<file path="src/rtl/lsu_mem_port.sv">
// Load/store front end: turns one byte-addressed request into one or two word accesses.
// Latency: aligned load 3, split load 4, aligned store 2, split store 3 cycles to resp_valid.
// Backpressure: req_ready high only in IDLE; requests seen while busy are ignored.
//
// Ports: clk/rst_n (async active-low); req_* request from execute (valid/ready);
// resp_valid/resp_rdata completion pulse with extended load data;
// mem_* synchronous single-port data memory (read data valid the cycle after a read).
module lsu_mem_port #(
  parameter int MEM_AW = 14
) (
  input  logic              clk,
  input  logic              rst_n,
  input  logic              req_valid,
  output logic              req_ready,
  input  logic              req_store,
  input  logic [2:0]        req_funct3,
  input  logic [31:0]       req_addr,
  input  logic [31:0]       req_wdata,
  output logic              resp_valid,
  output logic [31:0]       resp_rdata,
  output logic              mem_en,
  output logic              mem_we,
  output logic [MEM_AW-1:0] mem_addr,
  output logic [31:0]       mem_wdata,
  output logic [3:0]        mem_be,
  input  logic [31:0]       mem_rdata
);

  typedef enum logic [2:0] {IDLE, FIRST, SECOND, WAIT, RESP} state_t;

  state_t state, state_nxt;

  // Latched request
  logic              store_q;
  logic [2:0]        funct3_q;
  logic [1:0]        off_q;
  logic [MEM_AW-1:0] w0_q;
  logic [31:0]       wdata_q;
  logic [31:0]       word0_q;

  // Address bits above the memory's reach are don't-care (addresses wrap).
  logic unused_addr_hi;
  assign unused_addr_hi = ^req_addr[31:MEM_AW+2];

  // Derived from the latched request only, so no req_* -> mem_* path exists.
  logic [3:0]        mask;
  logic [7:0]        wide_be;
  logic [63:0]       wide_wd;
  logic              split;
  logic [MEM_AW-1:0] w1;

  assign mask    = funct3_q[1] ? 4'b1111 : (funct3_q[0] ? 4'b0011 : 4'b0001);
  assign wide_be = {4'b0000, mask} << off_q;
  assign wide_wd = {32'b0, wdata_q} << {off_q, 3'b000};
  assign split   = |wide_be[7:4];
  assign w1      = w0_q + MEM_AW'(1);

  // Load reassembly: in WAIT the live read data is word0 for a single access,
  // or word1 when word0 was already captured during SECOND.
  logic [31:0] lo_word, hi_word, raw, ext;
  logic        sx;

  assign lo_word = split ? word0_q : mem_rdata;
  assign hi_word = split ? mem_rdata : 32'b0;
  assign raw     = 32'({hi_word, lo_word} >> {off_q, 3'b000});
  assign sx      = ~funct3_q[2];

  always_comb begin
    case (funct3_q[1:0])
      2'b00:   ext = {{24{sx & raw[7]}}, raw[7:0]};
      2'b01:   ext = {{16{sx & raw[15]}}, raw[15:0]};
      default: ext = raw;
    endcase
  end

  // State register
  always_ff @(posedge clk or negedge rst_n) begin
    if (!rst_n) state <= IDLE;
    else        state <= state_nxt;
  end

  // Next state and decoded outputs
  always_comb begin
    state_nxt  = state;
    req_ready  = 1'b0;
    resp_valid = 1'b0;
    mem_en     = 1'b0;
    mem_we     = 1'b0;
    mem_addr   = '0;
    mem_be     = 4'b0000;
    mem_wdata  = 32'b0;
    case (state)
      IDLE: begin
        req_ready = 1'b1;
        if (req_valid) state_nxt = FIRST;
      end
      FIRST: begin
        mem_en    = 1'b1;
        mem_we    = store_q;
        mem_addr  = w0_q;
        mem_be    = wide_be[3:0];
        mem_wdata = wide_wd[31:0];
        if (split)        state_nxt = SECOND;
        else if (store_q) state_nxt = RESP;
        else              state_nxt = WAIT;
      end
      SECOND: begin
        mem_en    = 1'b1;
        mem_we    = store_q;
        mem_addr  = w1;
        mem_be    = wide_be[7:4];
        mem_wdata = wide_wd[63:32];
        state_nxt = store_q ? RESP : WAIT;
      end
      WAIT: begin
        state_nxt = RESP;
      end
      RESP: begin
        resp_valid = 1'b1;
        state_nxt  = IDLE;
      end
      default: state_nxt = IDLE;
    endcase
  end

  // Request capture on accept
  always_ff @(posedge clk or negedge rst_n) begin
    if (!rst_n) begin
      store_q  <= 1'b0;
      funct3_q <= 3'b000;
      off_q    <= 2'b00;
      w0_q     <= '0;
      wdata_q  <= 32'b0;
    end else if (state == IDLE && req_valid) begin
      store_q  <= req_store;
      funct3_q <= req_funct3;
      off_q    <= req_addr[1:0];
      w0_q     <= req_addr[MEM_AW+1:2];
      wdata_q  <= req_wdata;
    end
  end

  // Load data path: word0 of a split load arrives during SECOND; the final
  // result is registered in WAIT. A store clears resp_rdata on its last access.
  always_ff @(posedge clk or negedge rst_n) begin
    if (!rst_n) begin
      word0_q    <= 32'b0;
      resp_rdata <= 32'b0;
    end else begin
      if (state == SECOND && !store_q) word0_q <= mem_rdata;
      if (state == WAIT)
        resp_rdata <= ext;
      else if (store_q && (state == FIRST || state == SECOND) && state_nxt == RESP)
        resp_rdata <= 32'b0;
    end
  end

endmodule

</file>
<file path="config.mk">
export PLATFORM = sky130hd
export DESIGN_NAME = lsu_mem_port
export DESIGN_NICKNAME = d
export VERILOG_FILES = /design/src/rtl/lsu_mem_port.sv
export SDC_FILE = /design/constraint.sdc
export NUM_CORES = 1
export LEC_CHECK = 0
export ABC_CLOCK_PERIOD_IN_PS = 3600
export CORE_MARGIN = 3
export CORE_UTILIZATION = 53
export CTS_CLUSTER_DIAMETER = 80
export DETAILED_ROUTE_END_ITERATION = 10
export PLACE_DENSITY = 0.87
export SYNTH_ARGS = -nofsm -noshare
export SYNTH_HDL_FRONTEND = slang
export SYNTH_SLANG_ARGS = --single-unit
</file>
<file path="constraint.sdc">
create_clock -name clk -period 3.6 [get_ports clk]
set_input_delay 0.36 -clock clk [delete_from_list [all_inputs] [get_ports clk]]
set_output_delay 0.36 -clock clk [all_outputs]
set_load 0.03 [all_outputs]
</file>
# Yosys cells after proc, flatten, opt, wreduce, memory -nomap -nowiden
# Index checks and enable logic that the tools add are counted.
# Widths: inputs -> output; s select.
# totals
reg_bits,119
inputBits,103
out_inout_bits,86
word_cells,50
# classes
n_addsub,1
n_eq_ne,6
shifts,3
n_mux,18
bitwise,3
n_reduce_logical,11
# op_table
op,count
$mux 32,4
$pmux 32 s2,2
$shl 32x5->64,1
$shr 64x5->32,1
$pmux 14 s2,1
$add 14x1->14 const B,1
$pmux 3 s4,1
$mux 3,3
$pmux 4 s2,1
$shl 4x2->8,1
$eq 3x2->1 const B,2
$eq 3x3->1 const B,2
$logic_and 1x1->1,4
$mux 1,4
$mux 4,1
$reduce_or 4->1,1
$eq 3x1->1 const B,1
$logic_not 3->1,1
$and 1x1->1,2
$eq 2x1->1 const B,1
$logic_not 2->1,1
$mux 2,1
$reduce_bool 2->1,1
$reduce_or 2->1,1
other kinds (3),3

# Depth between registers and ports, before layout
# Gate-level depths: netlist of the first run.
# depth
depth_word,10
ltp_mapped,9
mapped_depth_nobuf,6

# Worst setup path before layout of the first run
# Ideal clock, no wire load.
# synth_path
path_type,register to output
startpoint,reg off_q[0]
endpoint,out mem_wdata[16]
arrival_ns,2.318
t_required_ns,3.240
setup_slack_ns,0.922
stages_incl_launch_ff,9
n_path_buf,5
cell_sequence,dfrtp_1 buf_2 buf_4 buf_2 buf_4 buf_2 nor2_1 a21oi_1 o21ai_0
# synth_via
elab_chain_len,2
# synth_lines
item,line_no,source
"start, declared",36,logic [1:0] off_q;
"start signal, assigned",137,off_q <= req_addr[1:0];
$shl 32x5->64,54,"assign wide_wd = {32'b0, wdata_q} << {off_q, 3'b000};"
$pmux 32 s2,92,case (state)
"end, declared",24,"output logic [31:0] mem_wdata,"
# Every way passes these cells.

# Final worst setup path of the first run
# layout_path
startpoint,reg off_q[1]
endpoint,out mem_wdata[21]
# Same word-level chain as after synthesis.

==> impl_results.md, run 1 <==
- Status: finished, final reports clean
- Synthesis Warnings: 0
- Post-synth top area cell: dfrtp_1
- Syn nets: 763
- Resized cells post-CTS: 0
- Crit path time final: 3.37 ns
- Dpl hpwl: 14200 um
- Crit start category: flop
- Number of global-route vias before repair: 6246
- Final setup TNS: 0 ns
- Antenna violations before repair: 0
- Gpl congestion: 0.898
- CTS H-tree lvls: 3
- P_sw: 3820 uW
- Final nets: 906
- Cell Area, Synth: 6760 um2
- Crit share post-route: 93.6%
- Final hold violations: 0
- Pwr dens: 956 nW/um2
- Top post-synthesis cells by area: dfrtp_1 41%, mux2_2 12%, mux2i_1 6.5%
- CTS tree: done
- Count of input and output buffers: 172
- Via-per-instance ratio: 6.27
- Max-slew violations: 0
- Global-route wire length before repair: 32600 um
- Hold WC Path Type: in2async
- Reg clk slew, reported paths: 0.08 ns
- RSZ-0062 raised after global routing: no
- Number of synthesized flops with an enable pin: 0
- Worst Path Class, Setup: reg2out
- Starting Density: 55.1%
- Later-pin clock latency in the skew report: 0.35 ns
- DRT Wirelength: 20400 um
- Max Fclk: 297 MHz
- Synth Register Bits: 111
- Internal Power: 4700 uW
- Inst Count DP: 959
- DRT Pass-1 Iters: 5
- GR Overflow Total: 0
- Die width: 119 um
- Finished Core Util: 72.7%
- Sequential fraction of the synthesis area: 41.1%
- Die height: 119 um
- Sw Share: 44.8%
- Top cell type's share of synthesized area: 41.1%
- Largest net degree at the start of global routing: 58
- Worst-case reg-to-reg path depth: 5
- Sequential share of power: 29.5%
- Relative slew slack: 18.0%
- Combinational share of power: 56.6%
- Post-DR wirelength/cell: 20.9 um
- P&R area growth vs syn: 32.0%
- Crit-path cells: nand3_1 > buf_4 > nor2_1 > nand2_1 > o21ai_0 > clkdlybuf4s50_1
- Gate Count Post-Synth: 659
- Via count: 6114
- Slew @ Worst Pin: 1.22 ns
- Endpoints failing setup: 0
- Total Routing Usage GR: 28.7%
- Post-Layout Cell Count: 975
- Data required, critical path: 3.24 ns
- Post-CTS Hold Buffers: 0
- Core Area: 12300 um2
- Most frequent cells in the layout: 171 x clkdlybuf4s50_1, 109 x dfrtp_1, 79 x nand2_1, 75 x mux2_2, 50 x o21ai_0
- Crit-path slowest cell: clkdlybuf4s50_1
- Most common cell after layout, fill and taps aside: clkdlybuf4s50_1
- CTS Root Cell: clkbuf_16
- CTS Buf Count: 9
- Data arrival time of the worst path: 3.01 ns
- Clock Path Buffers: 2
- Row Count: 40
- DRT iter0 DRCs: 558
- Peak supply drop: 0.000607 V
- Ys flop type: dfrtp_1
- Post-CTS Setup Bufs: 0
- Synth async-reset ratio: 100%
- Crit end category: output port
- Max cap viols: 0
- Full die area: 14100 um2
- Syn avg cell area: 10.3 um2
- Final clock skew: 0.00654 ns
- Antenna cell count: 0
- Slowest stage delay, CP: 0.77 ns
- Max FO, Critical Path: 25
- Pwr Total: 8530 uW
- Layout cell share with drive strength beyond 1: 16.9%
- Sink Count: 111
- IO Pins: 189
- P_leak: 0.00362 uW
- Synth unique cells: 47
- Clock share of power: 13.8%
- DRC violations left: 0
- Antenna-violating nets left: 0
-- power by group through the flow --
stage          clock [uW]  sequential, uW  combinational [uW]
2_1_floorplan           0            2450                3220
3_3_place_gp            0            2450                4620
3_5_place_dp            0            2510                4760
4_1_cts              1190            2490                4810
5_1_grt              1240            2600                5170
6_report             1180            2520                4830
-- synthesized netlist by cell type (all sizes together) (6+ instances only) --
library cell and n:
a211oi 7, a21oi 23, a22o 27, a311oi 13, and2 6, and3 8, buf 27, clkbuf 28
dfrtp 111, inv 10, mux2 75, mux2i 44, mux4 18, nand2 79, nand2b 18, nand3 13
nor2 35, nor2b 6, o21ai 50, o22ai 10
-- flip-flops by register name (all words and copies together), names as in the netlist --
name / flops
wdata_q: 32
store_q: 1
funct3_q: 3
word0_q: 24
off_q: 2
w0_q: 14
resp_rdata: 32
state: 3
-- per-stage QoR --
step                setup slack (ns)  hold WS, ns  cell area (um2)
detailed placement             0.652        0.466             8570
global route                  0.0462        0.118             8920
floorplan                      0.922       0.0644             6760
CTS                            0.256       0.0912             8920
global placement               0.687        0.455             8570
finish                         0.231       0.0551             8920
-- logic make-up (layout without fill, tap and decap cells) --
kind of cell / Yosys count / in the layout / share of synthesized area [%]
adders and majority gates: 1 / 1 / 0.185
buffers and inverters: 65 / 213 / 4.42
xor gates and xnor gates: 2 / 2 / 0.259
and+or+nand+nor: 184 / 184 / 12.8
AOI/OAI and AO/OA: 159 / 159 / 16.2
DFF: 111 / 111 / 41.1
muxes: 137 / 137 / 25.0
-- worst max-delay path, delay by kind of cell, from the launching register on --
kind / cells / cell delay, ns
AND/OR/NAND/NOR: 3 / 0.79
AO/OA/AOI/OAI: 1 / 0.16
buffers and inverters: 2 / 0.99
flip-flops: 1 / 0.71
-- area by class of cell --
| class | instances | area, um2 |
|---|---|---|
| multi-input cells | 483 | 3690 |
| fillers | 881 | 3340 |
| flip-flops and latches | 111 | 2780 |
| repair buffers | 187 | 1840 |
| clock buffers | 9 | 225 |
| well taps | 168 | 210 |
| clock inverters | 7 | 125 |
| inverters | 10 | 37.5 |
-- metal layers --
layer	track usage [%]	part of all wire, %	vias up
met5	0	0	-
met4	10.2	1.9	0
met3	7.93	10	33
met2	47.0	48	356
met1	36.7	39	3010
li1	-	-	2715
-- final timing paths --
check                                       to  slack [ns]          start
worst max-delay path             mem_wdata[21]        0.23       off_q[1]
worst min-delay path             resp_rdata[1]        0.06          rst_n
worst max register to register  resp_rdata[10]        0.85       off_q[1]
worst min register to register   resp_rdata[1]        0.49  resp_rdata[1]
max in group asynchronous          wdata_q[14]        2.80          rst_n
min in group clk                 resp_rdata[1]        0.49  resp_rdata[1]
No activity file was read; power rests on OpenSTA's default activity.
==> run 2, diff against run 1 <==
- ABC_AREA: not set -> 1
==> run 2 against run 1 <==
- synthesized area grew 0.81%
- wire length rose by 9.0%
- critical path type unchanged
- final area increased by 0.13%
- critical endpoint is now mem_addr[11]
- power is 0.58% lower
- clock-buffer cell count is the same
- maximum frequency rose by 2.8%
==> impl_results.md, run 2 <==
- Later-pin clock latency in the skew report: 0.36 ns (about the same)
- Clock share of power: 11.8% (-2.0 points)
- DRT Wirelength: 22200 um (+9.0%)
- Total Routing Usage GR: 31.4% (+2.7 points)
- Sequential fraction of the synthesis area: 40.8% (-0.33 points)
- Post-synthesis compound-gate area fraction: 17.2% (+0.99 points)
- Starting Density: 55.3% (+0.22 points)
- CTS H-tree lvls: 3 (unchanged)
- Crit-path cells: nand3_1 > nor3_1 > nand2_1 > nor2_1 > nand2_1 > a21oi_1 > o21ai_0 > o21ai_0 > clkdlybuf4s50_1
- P_leak: 0.00429 uW (+18%)
- Final nets: 1218 (+34%)
- Status: finished, final reports clean
- Largest family of logic cells by synthesized area: simple AND/OR/NAND/NOR gates
- Dominant cell by count in the synthesized netlist: nand2_1
- IO Pins: 189 (unchanged)
- Combinational share of power: 61.8% (+5.2 points)
- Via count: 7390 (+21%)
- DRT iter0 DRCs: 853 (+53%)
- Via-per-instance ratio: 5.74 (-8.4%)
- Synth unique cells: 41 (-13%)
- Post-CTS Setup Bufs: 0 (unchanged)
- Xor and xnor area share after synthesis: 0.514% (+0.25 points)
- DRT Pass-1 Iters: 5 (unchanged)
- Synth Area in Adders: 0.184% (-0.0015 points)
- Post-synth top area cell: dfrtp_1
- GR Overflow Total: 0 (unchanged)
- Max FO, Critical Path: 5 (-80%)
- Slew @ Worst Pin: 0.824 ns (-0.396 ns)
- Peak supply drop: 0.000542 V (-11%)
- Final clock skew: 0.00773 ns (+0.00119 ns)
- Crit-path slowest cell: clkdlybuf4s50_1
- Antenna violations before repair: 0 (unchanged)
- Cell Area, Synth: 6810 um2 (+0.81%)
- Reg clk slew, reported paths: 0.08 ns (about the same)
- Clock Path Buffers: 2 (unchanged)
- Top cell type's share of synthesized area: 40.8% (-0.33 points)
- Placed inst area: 8640 um2 (+0.85%)
- P&R area growth vs syn: 31.1%
- Count of input and output buffers: 172 (unchanged)
- Max-slew violations: 0 (unchanged)
- Slowest stage delay, CP: 0.72 ns (-0.05 ns)
- Crit path time final: 3.28 ns (-0.0920 ns)
- Relative slew slack: 44.9% (+27 points)
- Top post-synthesis cells by area: dfrtp_1 41%, nand2_1 18%, o21ai_0 5.7%
- Resized cells post-CTS: 0 (unchanged)
- Post-DR wirelength/cell: 17.3 um (-17%)
- Number of global-route vias before repair: 7169 (+15%)
- CTS Buf Count: 9 (unchanged)
- Crit share post-route: 91.0% (-2.6 points)
- Final Cell Area: 8930 um2 (+0.13%)
- Most frequent cells in the layout: 332 x nand2_1, 158 x clkdlybuf4s50_1, 109 x dfrtp_1, 79 x inv_1, 78 x o21ai_0
- Syn nets: 1073 (+41%)
- Die height: 119 um (+0.38%)
- CTS tree: done
- Post-CTS Hold Buffers: 0 (unchanged)
- Hold WC Path Type: in2async
- CP Buf/Inv Count: 1 (-1)
- P_sw: 4350 uW (+14%)
- Gpl congestion: 0.988 (+10%)
- Synth async-reset ratio: 100% (unchanged)
- Data arrival time of the worst path: 2.92 ns (-0.09 ns)
- Crit start category: flop
- Core Area: 12300 um2 (+0.41%)
- Max Fclk: 305 MHz (+2.8%)
- Ys flop type: dfrtp_1
- Dpl hpwl: 15800 um (+11%)
- CTS Root Cell: clkbuf_16
- Antenna cell count: 0 (unchanged)
- Crit end category: output port
- Data required, critical path: 3.24 ns (about the same)
- Final hold violations: 0 (unchanged)
- Row Count: 40 (unchanged)
- Post-synthesis mux area share: 4.63% (-20 points)
- Sw Share: 51.3% (+6.5 points)
- Full die area: 14300 um2 (+0.77%)
- Largest net degree at the start of global routing: 59 (+1.7%)
- Top Family by Delay on Critical Path: simple AND/OR/NAND/NOR gates
- Layout cell share with drive strength beyond 1: 8.58% (-8.3 points)
- # fillers: 1019 (+16%)
- Antenna-violating nets left: 0 (unchanged)
- Sink Count: 111 (unchanged)
- Synthesis Warnings: 0 (unchanged)
- Post-Synth Simple-Gate Area: 28.3% (+15 points)
- Die width: 119 um (+0.38%)
- Gate Count Post-Synth: 969 (+47%)
- Endpoints failing setup: 0 (unchanged)
- DRC violations left: 0 (unchanged)
- Internal Power: 4130 uW (-12%)
- RSZ-0062 raised after global routing: no
- Max cap viols: 0 (unchanged)
- Worst Path Class, Setup: reg2out
- Most common cell after layout, fill and taps aside: nand2_1
- Global-route wire length before repair: 35800 um (+9.7%)
- Pwr dens: 949 nW/um2 (-0.70%)
- Commonest cells in the netlist: 333 x nand2_1, 111 x dfrtp_1, 79 x inv_1, 78 x o21ai_0, 65 x a21oi_1
- Largest registers: resp_rdata (32), wdata_q (32), word0_q (24)
- Sequential share of power: 26.4% (-3.1 points)
- Syn avg cell area: 7.03 um2 (-31%)
- Number of synthesized flops with an enable pin: 0 (unchanged)
- Final setup TNS: 0 ns (unchanged)
- Synth Register Bits: 111 (unchanged)
-- run 2: changes by cell type after synthesis, sizes merged, moves of 18 or more --
cell	previous run	this run
a21oi	23	66
a22o	27	4
inv	10	83
mux2	75	28
mux2i	44	0
mux4	18	0
nand2	79	336
nand2b	18	0
nand3	13	62
nor2	35	66
o21ai	50	95
-- run 2: final timing paths --
check | startpoint | end | slack, ns | depth (start not counted)
min in group clk | resp_rdata[27] | resp_rdata[27] | 0.48 | 2
hold reg to reg | resp_rdata[27] | resp_rdata[27] | 0.48 | 2
setup reg to reg | off_q[0] | resp_rdata[26] | 0.59 | 7
setup / recovery | w0_q[2] | mem_addr[11] | 0.32 | 9
max in group asynchronous | rst_n | off_q[0] | 2.65 | 2
hold / removal | rst_n | resp_rdata[5] | 0.05 | 1
-- run 2: final cells by class --
| class | instances | area [um2] | share of cell area [%] |
|---|---|---|---|
| multi-input cells | 715 | 3460 | 38.8 |
| flip-flops and latches | 111 | 2780 | 31.1 |
| well taps | 168 | 210 | 2.35 |
| clock buffers | 9 | 225 | 2.52 |
| inverters | 87 | 327 | 3.66 |
| repair buffers | 190 | 1860 | 20.8 |
| clock inverters | 7 | 63.8 | 0.715 |
-- run 2: power groups by stage --
stage	combinational (uW)	sequential [uW]	clock, uW
6_report	5240	2240	997
5_1_grt	5740	2300	1070
4_1_cts	5200	2220	1000
3_5_place_dp	5150	2240	0
3_3_place_gp	5050	2220	0
2_1_floorplan	3410	2280	0
-- run 2: stage by stage --
step                setup WS, ns  utilization, %  hold slack, ns  std cells  total power [uW]
floorplan                   1.26               -          0.0644        969              5700
global placement           0.813            70.2           0.463       1271              7270
detailed placement         0.699            70.2           0.465       1271              7390
CTS                        0.381            72.5          0.0848       1287              8420
global route              0.0579            72.5           0.109       1287              9110
finish                     0.323            72.5          0.0499       1287              8480
-- run 2: cell families after synthesis --
logic type | Yosys count
fa+ha+maj | 1
simple gates | 474
compound gates | 208
flops | 111
mux | 28
buf+inv | 143
xor+xnor | 4
-- run 2: layer usage --
metal	share of wire (%)	track usage, %
met4	4.1	15.7
met3	9.3	7.41
met1	39	39.2
met5	0	0
met2	48	51.0
==> run 3, diff against run 2 <==
==> constraint.sdc (replaced) <==
create_clock -name clk -period 3.6 [get_ports clk]
set_input_delay 0.9 -clock clk [delete_from_list [all_inputs] [get_ports clk]]
set_output_delay 0.9 -clock clk [all_outputs]
set_load 0.03 [all_outputs]
==> run 3 against run 2 <==
- worst setup slack got worse by 0.12 ns
- clock-buffer cell count increased by 3
- global-route usage increased by 0.15 points
- sequential power decreased by 3%
- critical path type unchanged
- largest power group unchanged
- highest routed layer unchanged
==> impl_results.md, run 3 (synthesized netlist as in run 2, its figures left out) <==
- R2R Path Start: state[1]
- Reg clk slew, reported paths: 0.07 ns (about the same)
- Antenna cell count: 0 (unchanged)
- Count of input and output buffers: 172 (unchanged)
- Peak supply drop: 0.000559 V (+3.2%)
- P_sw: 4310 uW (-1.1%)
- GR Overflow Total: 0 (unchanged)
- Crit start category: flop
- Row Count: 40 (unchanged)
- Status: finished, final reports clean
- Crit share post-route: 94.3% (+3.3 points)
- Crit path time final: 3.40 ns (+0.119 ns)
- Max-slew violations: 0 (unchanged)
- Gpl congestion: 0.961 (-2.8%)
- Relative slew slack: 45.5% (+0.62 points)
- Global-route wire length before repair: 35700 um (-0.21%)
- Data arrival time of the worst path: 2.50 ns (-0.42 ns)
- Met1 usage: 37.8% (-1.4 points)
- Top Usage Layer GRT: met2
- DRT Wirelength: 22100 um (-0.71%)
- Final clock skew: 0.00589 ns (-0.00184 ns)
- Worst Path Class, Setup: reg2out
- Sw Share: 50.0% (-1.4 points)
- Max FO, Critical Path: 5 (unchanged)
- Final hold violations: 0 (unchanged)
- Max Fclk: 294 MHz (-3.5%)
- Combinational share of power: 61.9% (about the same)
- Worst-case reg-to-reg path depth: 11 (+4)
- Via count: 7439 (+0.66%)
- Met2 Track Usage GR: 51.8% (+0.85 points)
- RSZ-0062 raised after global routing: no
- Antenna-violating nets left: 0 (unchanged)
- Max cap viols: 0 (unchanged)
- Die height: 119 um (unchanged)
- Sink Count: 111 (unchanged)
- Clock share of power: 13.0% (+1.2 points)
- Layout cell share with drive strength beyond 1: 10.2% (+1.6 points)
- Most common cell after layout, fill and taps aside: nand2_1
- DRT iter0 DRCs: 683 (-20%)
- Post-CTS Setup Bufs: 0 (unchanged)
- Number of global-route vias before repair: 7288 (+1.7%)
- Pwr dens: 953 nW/um2 (+0.40%)
- Dpl hpwl: 15900 um (+0.64%)
- Full die area: 14300 um2 (unchanged)
- Slew @ Worst Pin: 0.815 ns (-0.00923 ns)
- Post-CTS Hold Buffers: 0 (unchanged)
- Data required, critical path: 2.70 ns (-0.54 ns)
- R2R Setup Slk: 0.79 ns (+0.20 ns)
- P_leak: 0.00444 uW (+3.6%)
- Via-per-instance ratio: 5.75 (+0.20%)
- Final setup TNS: 0 ns (unchanged)
- CTS tree: done
- Largest registers: resp_rdata (32), wdata_q (32), word0_q (24)
- CTS Root Cell: clkbuf_16
- Hold_ws: 0.477 ns (+0.427 ns)
- Crit end category: output port
- RR Endpoint: resp_rdata[1]
- GRT met3 Usage: 8.31% (+0.90 points)
- Core Area: 12300 um2 (unchanged)
- DRC violations left: 0 (unchanged)
- CTS H-tree lvls: 3 (unchanged)
- Starting Density: 55.3% (unchanged)
- Hold WC Path Type: in2async
- Die width: 119 um (unchanged)
- Antenna violations before repair: 0 (unchanged)
- DRT Pass-1 Iters: 6 (+1)
- Endpoints failing setup: 0 (unchanged)
- P&R area growth vs syn: 32.7%
- Most frequent cells in the layout: 332 x nand2_1, 141 x clkdlybuf4s50_1, 109 x dfrtp_1, 79 x inv_1, 78 x o21ai_0
- Post-DR wirelength/cell: 17.1 um (-1.2%)
- Total Routing Usage GR: 31.5% (+0.15 points)
- Internal Power: 4320 uW (+4.6%)
- Later-pin clock latency in the skew report: 0.36 ns (about the same)
- CTS Buf Count: 9 (unchanged)
- IO Pins: 189 (unchanged)
- Clock Path Buffers: 2 (unchanged)
- Largest net degree at the start of global routing: 51 (-14%)
- Final nets: 1224 (+0.49%)
- Sequential share of power: 25.2% (-1.2 points)
-- run 3: cell count changes in the layout (fill, tap and decap cells not counted), moves of 2 or more --
cell,previous run,this run
clkbuf_8,0,2
buf_4,29,45
inv_8,2,0
clkdlybuf4s50_1,158,141
clkinvlp_4,2,0
buf_12,3,6
bufinv_16,0,2
dlymetal6s2s_1,0,4
-- run 3: how the worst max path moves through the flow --
stage | start | end | slack [ns]
after global placement | w0_q[0] | mem_addr[10] | 0.40
after global routing | w0_q[0] | mem_addr[8] | 0.06
final | w0_q[0] | mem_addr[8] | 0.20
after floorplan | w0_q[0] | mem_addr[10] | 0.72
after detailed placement | w0_q[0] | mem_addr[12] | 0.39
after CTS | w0_q[2] | mem_addr[11] | 0.14
-- run 3: power groups by stage --
stage | clock network, uW | logic [uW] | registers (uW)
after floorplan | 0 | 3410 | 2280
after detailed placement | 0 | 5240 | 2180
final | 1120 | 5330 | 2170
after global placement | 0 | 5160 | 2160
after global routing | 1180 | 5860 | 2230
after CTS | 1130 | 5280 | 2160
-- run 3: through the flow --
stage	worst slack, ns	power (uW)	instance area, um2	utilization (%)	cells
finish	0.204	8620	9040	73.5	1293
global route	0.0591	9270	9040	73.5	1293
global placement	0.399	7310	8690	70.6	1277
detailed placement	0.394	7420	8690	70.6	1277
floorplan	0.717	5700	6810	-	969
CTS	0.135	8570	9030	73.3	1293
-- run 3: worst max-delay path: stages (launching register included) --
cell,delay [ns]
dfrtp_1,0.40
ha_1,0.19
nand2_1,0.05
inv_1,0.07
nand2_1,0.11
nor3_2,0.25
nand2_1,0.11
nand2_1,0.07
nand2_1,0.05
o22ai_1,0.14
clkdlybuf4s50_1,0.70
-- run 3: layout make-up --
cell class	count	area, um2
Multi-Input combinational cell	715	3470
Clock buffer	12	256
Fill cell	1020	3270
Timing Repair Buffer	196	1920
Clock inverter	4	77.6
Sequential cell	111	2780
Inverter	87	327
Tap cell	168	210
-- run 3: per-layer routing --
layer  part of all wire, %  vias up
met5                     0        -
met4                   5.1        0
met3                    11       86
met2                    47      446
met1                    37     3431
li1                      -     3476
-- run 3: repair_timing --
item                                    4_1_cts  5_1_grt
endpoints found under the setup margin        2        8
hold endpoints to repair                      0        0
resized for setup                             1        5
